### src/rtl/traffic_mon_pkg.sv
// rtl/traffic_mon_pkg.sv - shared phase encoding, display constants and BCD helper
package traffic_mon_pkg;

    typedef enum logic [1:0] {
        PH_OFF = 2'd0,
        PH_A   = 2'd1,
        PH_B   = 2'd2,
        PH_BAD = 2'd3
    } phase_t;

    localparam logic [3:0] BCD_MAX    = 4'd9;
    localparam logic [7:0] DISP_BLANK = 8'h00;

    // True when both nibbles of a display byte are legal BCD digits.
    function automatic logic bcd_ok(input logic [7:0] v);
        return (v[7:4] <= BCD_MAX) && (v[3:0] <= BCD_MAX);
    endfunction

endpackage

### src/rtl/bcd_step_check.sv
// rtl/bcd_step_check.sv - combinational BCD validity and one-step decrement check
//
// Ports:
//   prev   : display value sampled on the previous edge
//   cur    : display value on this edge
//   valid  : every nibble of prev and cur is a legal BCD digit
//   is_dec : cur equals prev decremented by one in BCD
//
// A decrement of a non-BCD prev has no meaning, so prev is part of valid and
// the caller suppresses the step check whenever valid is low.
module bcd_step_check
    import traffic_mon_pkg::*;
(
    input  logic [7:0] prev,
    input  logic [7:0] cur,
    output logic       valid,
    output logic       is_dec
);

    logic [3:0] tens_dec;
    logic [3:0] ones_dec;
    logic [7:0] dec;

    always_comb begin
        tens_dec = prev[7:4];
        ones_dec = prev[3:0] - 4'd1;
        // Borrow from the tens digit: x0 -> (x-1)9.
        if (prev[3:0] == 4'd0) begin
            tens_dec = prev[7:4] - 4'd1;
            ones_dec = BCD_MAX;
        end
        dec = {tens_dec, ones_dec};
    end

    assign valid  = bcd_ok(prev) && bcd_ok(cur);
    assign is_dec = (cur == dec);

endmodule

### src/rtl/traffic_light_monitor.sv
// rtl/traffic_light_monitor.sv - passive safety/countdown checker for a traffic-light controller
//
// Optional feature macro: TRAFFIC_MON_IRQ_EN (one-cycle irq on first error; irq tied 0 otherwise)
//
// Ports:
//   CLK          : system clock, rising edge
//   nR           : asynchronous active-low reset
//   A_Light      : street A green light
//   B_Light      : street B green light
//   nOut1        : countdown display 1, BCD {tens, ones}; 8'h00 is blank
//   nOut2        : countdown display 2, must mirror nOut1
//   clr          : synchronous clear of the sticky error flags
//   phase        : current phase, 0=OFF 1=A 2=B 3=BAD
//   err_conflict : sticky, both lights were on together
//   err_count    : sticky, illegal countdown step
//   err_mismatch : sticky, displays disagreed
//   err_bcd      : sticky, a display nibble exceeded 9
//   err_long     : sticky, a green phase lasted more than MAX_GREEN cycles
//   last_len     : length of the most recently completed A or B phase
//   phase_cnt    : phase changes since reset, wrapping
//   irq          : error interrupt pulse
module traffic_light_monitor
    import traffic_mon_pkg::*;
#(
    parameter int MAX_GREEN = 200,
    parameter int CNT_W     = 16,
    parameter int PH_CNT_W  = 8
) (
    input  logic                CLK,
    input  logic                nR,
    input  logic                A_Light,
    input  logic                B_Light,
    input  logic [7:0]          nOut1,
    input  logic [7:0]          nOut2,
    input  logic                clr,
    output logic [1:0]          phase,
    output logic                err_conflict,
    output logic                err_count,
    output logic                err_mismatch,
    output logic                err_bcd,
    output logic                err_long,
    output logic [CNT_W-1:0]    last_len,
    output logic [PH_CNT_W-1:0] phase_cnt,
    output logic                irq
);

    // Flag vector order: {long, bcd, mismatch, count, conflict}
    localparam int NERR = 5;

    phase_t             phase_q, phase_nxt;
    logic [7:0]         prev_disp;
    logic [CNT_W-1:0]   len_q;
    logic [NERR-1:0]    err_q, err_set, err_nxt;
    logic               step_valid, step_is_dec;
    logic               changed, in_green, leaving, count_en;

    bcd_step_check u_step (
        .prev   (prev_disp),
        .cur    (nOut1),
        .valid  (step_valid),
        .is_dec (step_is_dec)
    );

    always_ff @(posedge CLK or negedge nR) begin
        if (!nR) begin
            phase_q <= PH_OFF;
        end else begin
            phase_q <= phase_nxt;
        end
    end

    always_comb begin
        phase_nxt = PH_OFF;
        case ({A_Light, B_Light})
            2'b10:   phase_nxt = PH_A;
            2'b01:   phase_nxt = PH_B;
            2'b11:   phase_nxt = PH_BAD;
            default: phase_nxt = PH_OFF;
        endcase
    end

    always_comb begin
        changed  = (phase_nxt != phase_q);
        in_green = (phase_q == PH_A) || (phase_q == PH_B);
        leaving  = changed && in_green;
        // The step check is skipped on phase entry (display may load freely)
        // and whenever any digit involved is not BCD.
        count_en = !changed && in_green && (nOut1 != prev_disp)
                   && step_valid && bcd_ok(nOut2);

        err_set    = '0;
        err_set[0] = changed && (phase_nxt == PH_BAD);
        err_set[1] = count_en && !((nOut1 == DISP_BLANK) ||
                                   (prev_disp == DISP_BLANK) || step_is_dec);
        err_set[2] = (nOut1 != nOut2);
        err_set[3] = !bcd_ok(nOut1) || !bcd_ok(nOut2);
        err_set[4] = leaving && (len_q > CNT_W'(MAX_GREEN));

        // A set on the same edge as clr wins.
        err_nxt = (err_q & {NERR{~clr}}) | err_set;
    end

    always_ff @(posedge CLK or negedge nR) begin
        if (!nR) begin
            prev_disp <= DISP_BLANK;
            len_q     <= '0;
            last_len  <= '0;
            phase_cnt <= '0;
            err_q     <= '0;
        end else begin
            prev_disp <= nOut1;
            err_q     <= err_nxt;
            if (changed) begin
                phase_cnt <= phase_cnt + PH_CNT_W'(1);
                len_q     <= ((phase_nxt == PH_A) || (phase_nxt == PH_B))
                             ? CNT_W'(1) : '0;
            end else if (in_green) begin
                if (len_q != '1) begin
                    len_q <= len_q + CNT_W'(1);
                end
            end else begin
                len_q <= '0;
            end
            if (leaving) begin
                last_len <= len_q;
            end
        end
    end

`ifdef TRAFFIC_MON_IRQ_EN
    logic irq_q;

    // Pulse only on the transition from no flags to some flag.
    always_ff @(posedge CLK or negedge nR) begin
        if (!nR) begin
            irq_q <= 1'b0;
        end else begin
            irq_q <= (err_q == '0) && (err_nxt != '0);
        end
    end
    assign irq = irq_q;
`else
    assign irq = 1'b0;
`endif

    assign phase        = phase_q;
    assign err_conflict = err_q[0];
    assign err_count    = err_q[1];
    assign err_mismatch = err_q[2];
    assign err_bcd      = err_q[3];
    assign err_long     = err_q[4];

endmodule

### config.mk
export PLATFORM = sky130hd
export DESIGN_NAME = traffic_light_monitor
export DESIGN_NICKNAME = d
export VERILOG_FILES = /design/src/rtl/traffic_mon_pkg.sv /design/src/rtl/bcd_step_check.sv /design/src/rtl/traffic_light_monitor.sv
export SDC_FILE = /design/constraint.sdc
export NUM_CORES = 1
export LEC_CHECK = 0
export ABC_AREA = 0
export BUFFER_PORTS_ARGS = -buffer_cell sky130_fd_sc_hd__clkbuf_2
export CORE_AREA = 4 4 79 81
export DETAILED_ROUTE_END_ITERATION = 10
export DIE_AREA = 0 0 83 85
export GPL_TIMING_DRIVEN = 0
export PLACE_DENSITY_LB_ADDON = 0.12
export SYNTH_ARGS = -nofsm -noshare
export SYNTH_HDL_FRONTEND = slang
export SYNTH_HIERARCHICAL = 1
export SYNTH_SLANG_ARGS = --single-unit
### constraint.sdc
create_clock -name CLK -period 2.7 [get_ports CLK]
set_clock_uncertainty 0.15 [all_clocks]
set_input_delay 0.54 -clock CLK [delete_from_list [all_inputs] [get_ports CLK]]
set_output_delay 0.54 -clock CLK [all_outputs]
set_load 0.01 [all_outputs]
==> reports/metrics.csv <==
metric,value,unit
synth_ff_type,dfrtp_1,
hold_path.class,input port to asynchronous set/reset pin,
gp_congestion,0.868,
slew_headroom,0.653,
core,5470,um2
r2r_cells,10,
overflow,0,
wl_per_cell,14.6,um
route.detailed.drc,0,
final_cells,415,
grt_antenna_before_repair,0,
min_period,2240,ps
final_layout_size_suffix_gt1_frac,0.292,
required,2740,ps
ctsLongestPathBuffers,2,
yosysWarnings,6,
die_y,85,um
cp.arrival,2280,ps
critPathKind,flop to flop,
rsz0062_at_grt,false,
htree_num_levels,2,
cts-buffers-inserted,5,
grt_max_degree,56,
dieArea,7060,um2
dp_cells,406,
power.leakage,1.59,nW
fmax,446,MHz
critPathLaunchType,flop,
ys_types,50,
hold_viol_final,0,
syn_area,3040,um2
clock_latency,310,ps
synthArstFlopShare,1.00,
startpoint,prev_disp[5]$_DFF_PN0_,
syn_to_final_growth,15.2,%
ant_nets,0,
cts_resized,0,
multi_input_area,1570,um2
vias_per_cell,5.51,
cts_sinks,55,
rrSetupSlack,460,ps
ys_seq_area_frac,0.452,
antennaDiodeCount,0,
outcome,completed,
ff_latch_area,1380,um2
r2r-end,err_q[1]$_DFF_PN0_,
period_share,0.830,
cp_max_fo,5,
cellPowerDensity,531,nW/um2
hold_ws,37.3,ps
grt.total_usage,0.179,
dpl.hpwl,4.51,mm
io_pins,53,
vias,2286,
drt_iter0_markers,79,
power,1.86,mW
wirelength,6.05,mm
grt_pass1_wl,10.5,mm
fillers,472,
io_buffer_count,51,
cts_root_buf,clkbuf_8,
synthesis.nets,313,
end_kind,flop,
nets,372,
tns,0,ps
cts_setup_buffers,0,
holdBufCountCts,0,
ir_drop,0.357,mV
first_global_vias,2288,
clkTransAtPathRegs,100,ps
initial_core_util,0.556,
setup_viol,0,
rows,27,
dr.pass1.iters,4,
synth_edf_count,0,
syn_avg_cell_area,10.8,um2
r2r-start,prev_disp[5]$_DFF_PN0_,
synth-seq-cells,55,
die_x,83,um
maxCapViolCount,0,
drv_slew,0,
cts_tree,built,
worst_pin_slew,521,ps
synthCells,283,
critical path: stages (launching register included):
cell and delay (ps):
dfrtp_1 480, inv_1 100, ha_1 240, nor4b_2 280
a31o_1 120, a32oi_1 60, a2111oi_2 310, nand2b_1 170
a21oi_1 40, o211ai_1 100, o2bb2ai_1 80
where the power goes:
group / switching, mW / total, mW / internal (mW)
sequential: 0.0948 / 0.992 / 0.897
combinational: 0.205 / 0.395 / 0.191
clock: 0.283 / 0.474 / 0.191
total: 0.583 / 1.86 / 1.28
registers in the layout, summed over array words and instances (netlist names):
signal	count
err_q	5
last_len	16
len_q	16
phase	2
phase_cnt	8
prev_disp	8
worst max path at each step:
stage | to | slack, ps | depth (start not counted)
final | err_q[1]$_DFF_PN0_ | 460 | 10
after global routing | err_q[1]$_DFF_PN0_ | 250 | 10
after CTS | err_q[1]$_DFF_PN0_ | 440 | 10
after detailed placement | last_len[10]$_DFFE_PN0P_ | 150 | 9
after global placement | last_len[9]$_DFFE_PN0P_ | 170 | 9
after floorplan | last_len[10]$_DFFE_PN0P_ | 450 | 8
placed cells by master (no fill, tap or decap), types with 9 or more instances in the layout:
master    netlist  final
a21oi_1        12     12
clkbuf_2        0     50
dfrtp_1        55     55
ha_1            9      9
inv_1          12     12
mux2_2         17     17
nand2_1        13     13
nand3_1         9      9
nor2_1         19     19
nor3_1         11     11
o21ai_0        12     12
xnor2_1        27     27
xor2_1         17     17
stage by stage:
stage               cell area [um2]  setup slack (ps)  utilization
floorplan                      3040               452            -
global placement               3390               174        0.619
detailed placement             3390               147        0.619
CTS                            3480               439        0.637
global route                   3500               245        0.640
finish                         3500               460        0.640
cells by family (layout without fill, tap and decap cells):
logic type | Yosys count | count (layout) | synth area share
compound gates | 44 | 44 | 0.0995
xor+xnor | 45 | 45 | 0.132
fa+ha+maj | 9 | 9 | 0.0370
buf+inv | 18 | 78 | 0.0317
flops | 55 | 55 | 0.452
mux | 17 | 17 | 0.0629
other cells | 1 | 1 | 0.00123
simple gates | 94 | 94 | 0.183
cell usage after synthesis, types with 9 or more instances:
cell type	count	area, um2
dfrtp_1	55	1380
nand3_1	9	45.0
a21oi_1	12	60.1
nand2_1	13	48.8
inv_1	12	45.0
nor2_1	19	71.3
o21ai_0	12	60.1
xor2_1	17	149
xnor2_1	27	236
mux2_2	17	191
ha_1	9	113
nor3_1	11	55.1
routing by layer:
layer  vias to the layer above  track usage  part of all wire
met5                         -            0                 0
met4                         0       0.0535             0.013
met3                         8       0.0437             0.048
met2                        53        0.312              0.49
met1                      1101        0.221              0.45
li1                       1124            -                 -
layout make-up:
class,count,share of cell area
Multi-Input combinational cell,210,0.448
Buffer,6,0.0146
Clock buffer,5,0.0196
Timing Repair Buffer,52,0.0785
Clock inverter,3,0.00785
Tap cell,72,0.0257
Sequential cell,55,0.393
Inverter,12,0.0129
(Power assumes the default switching activity.)
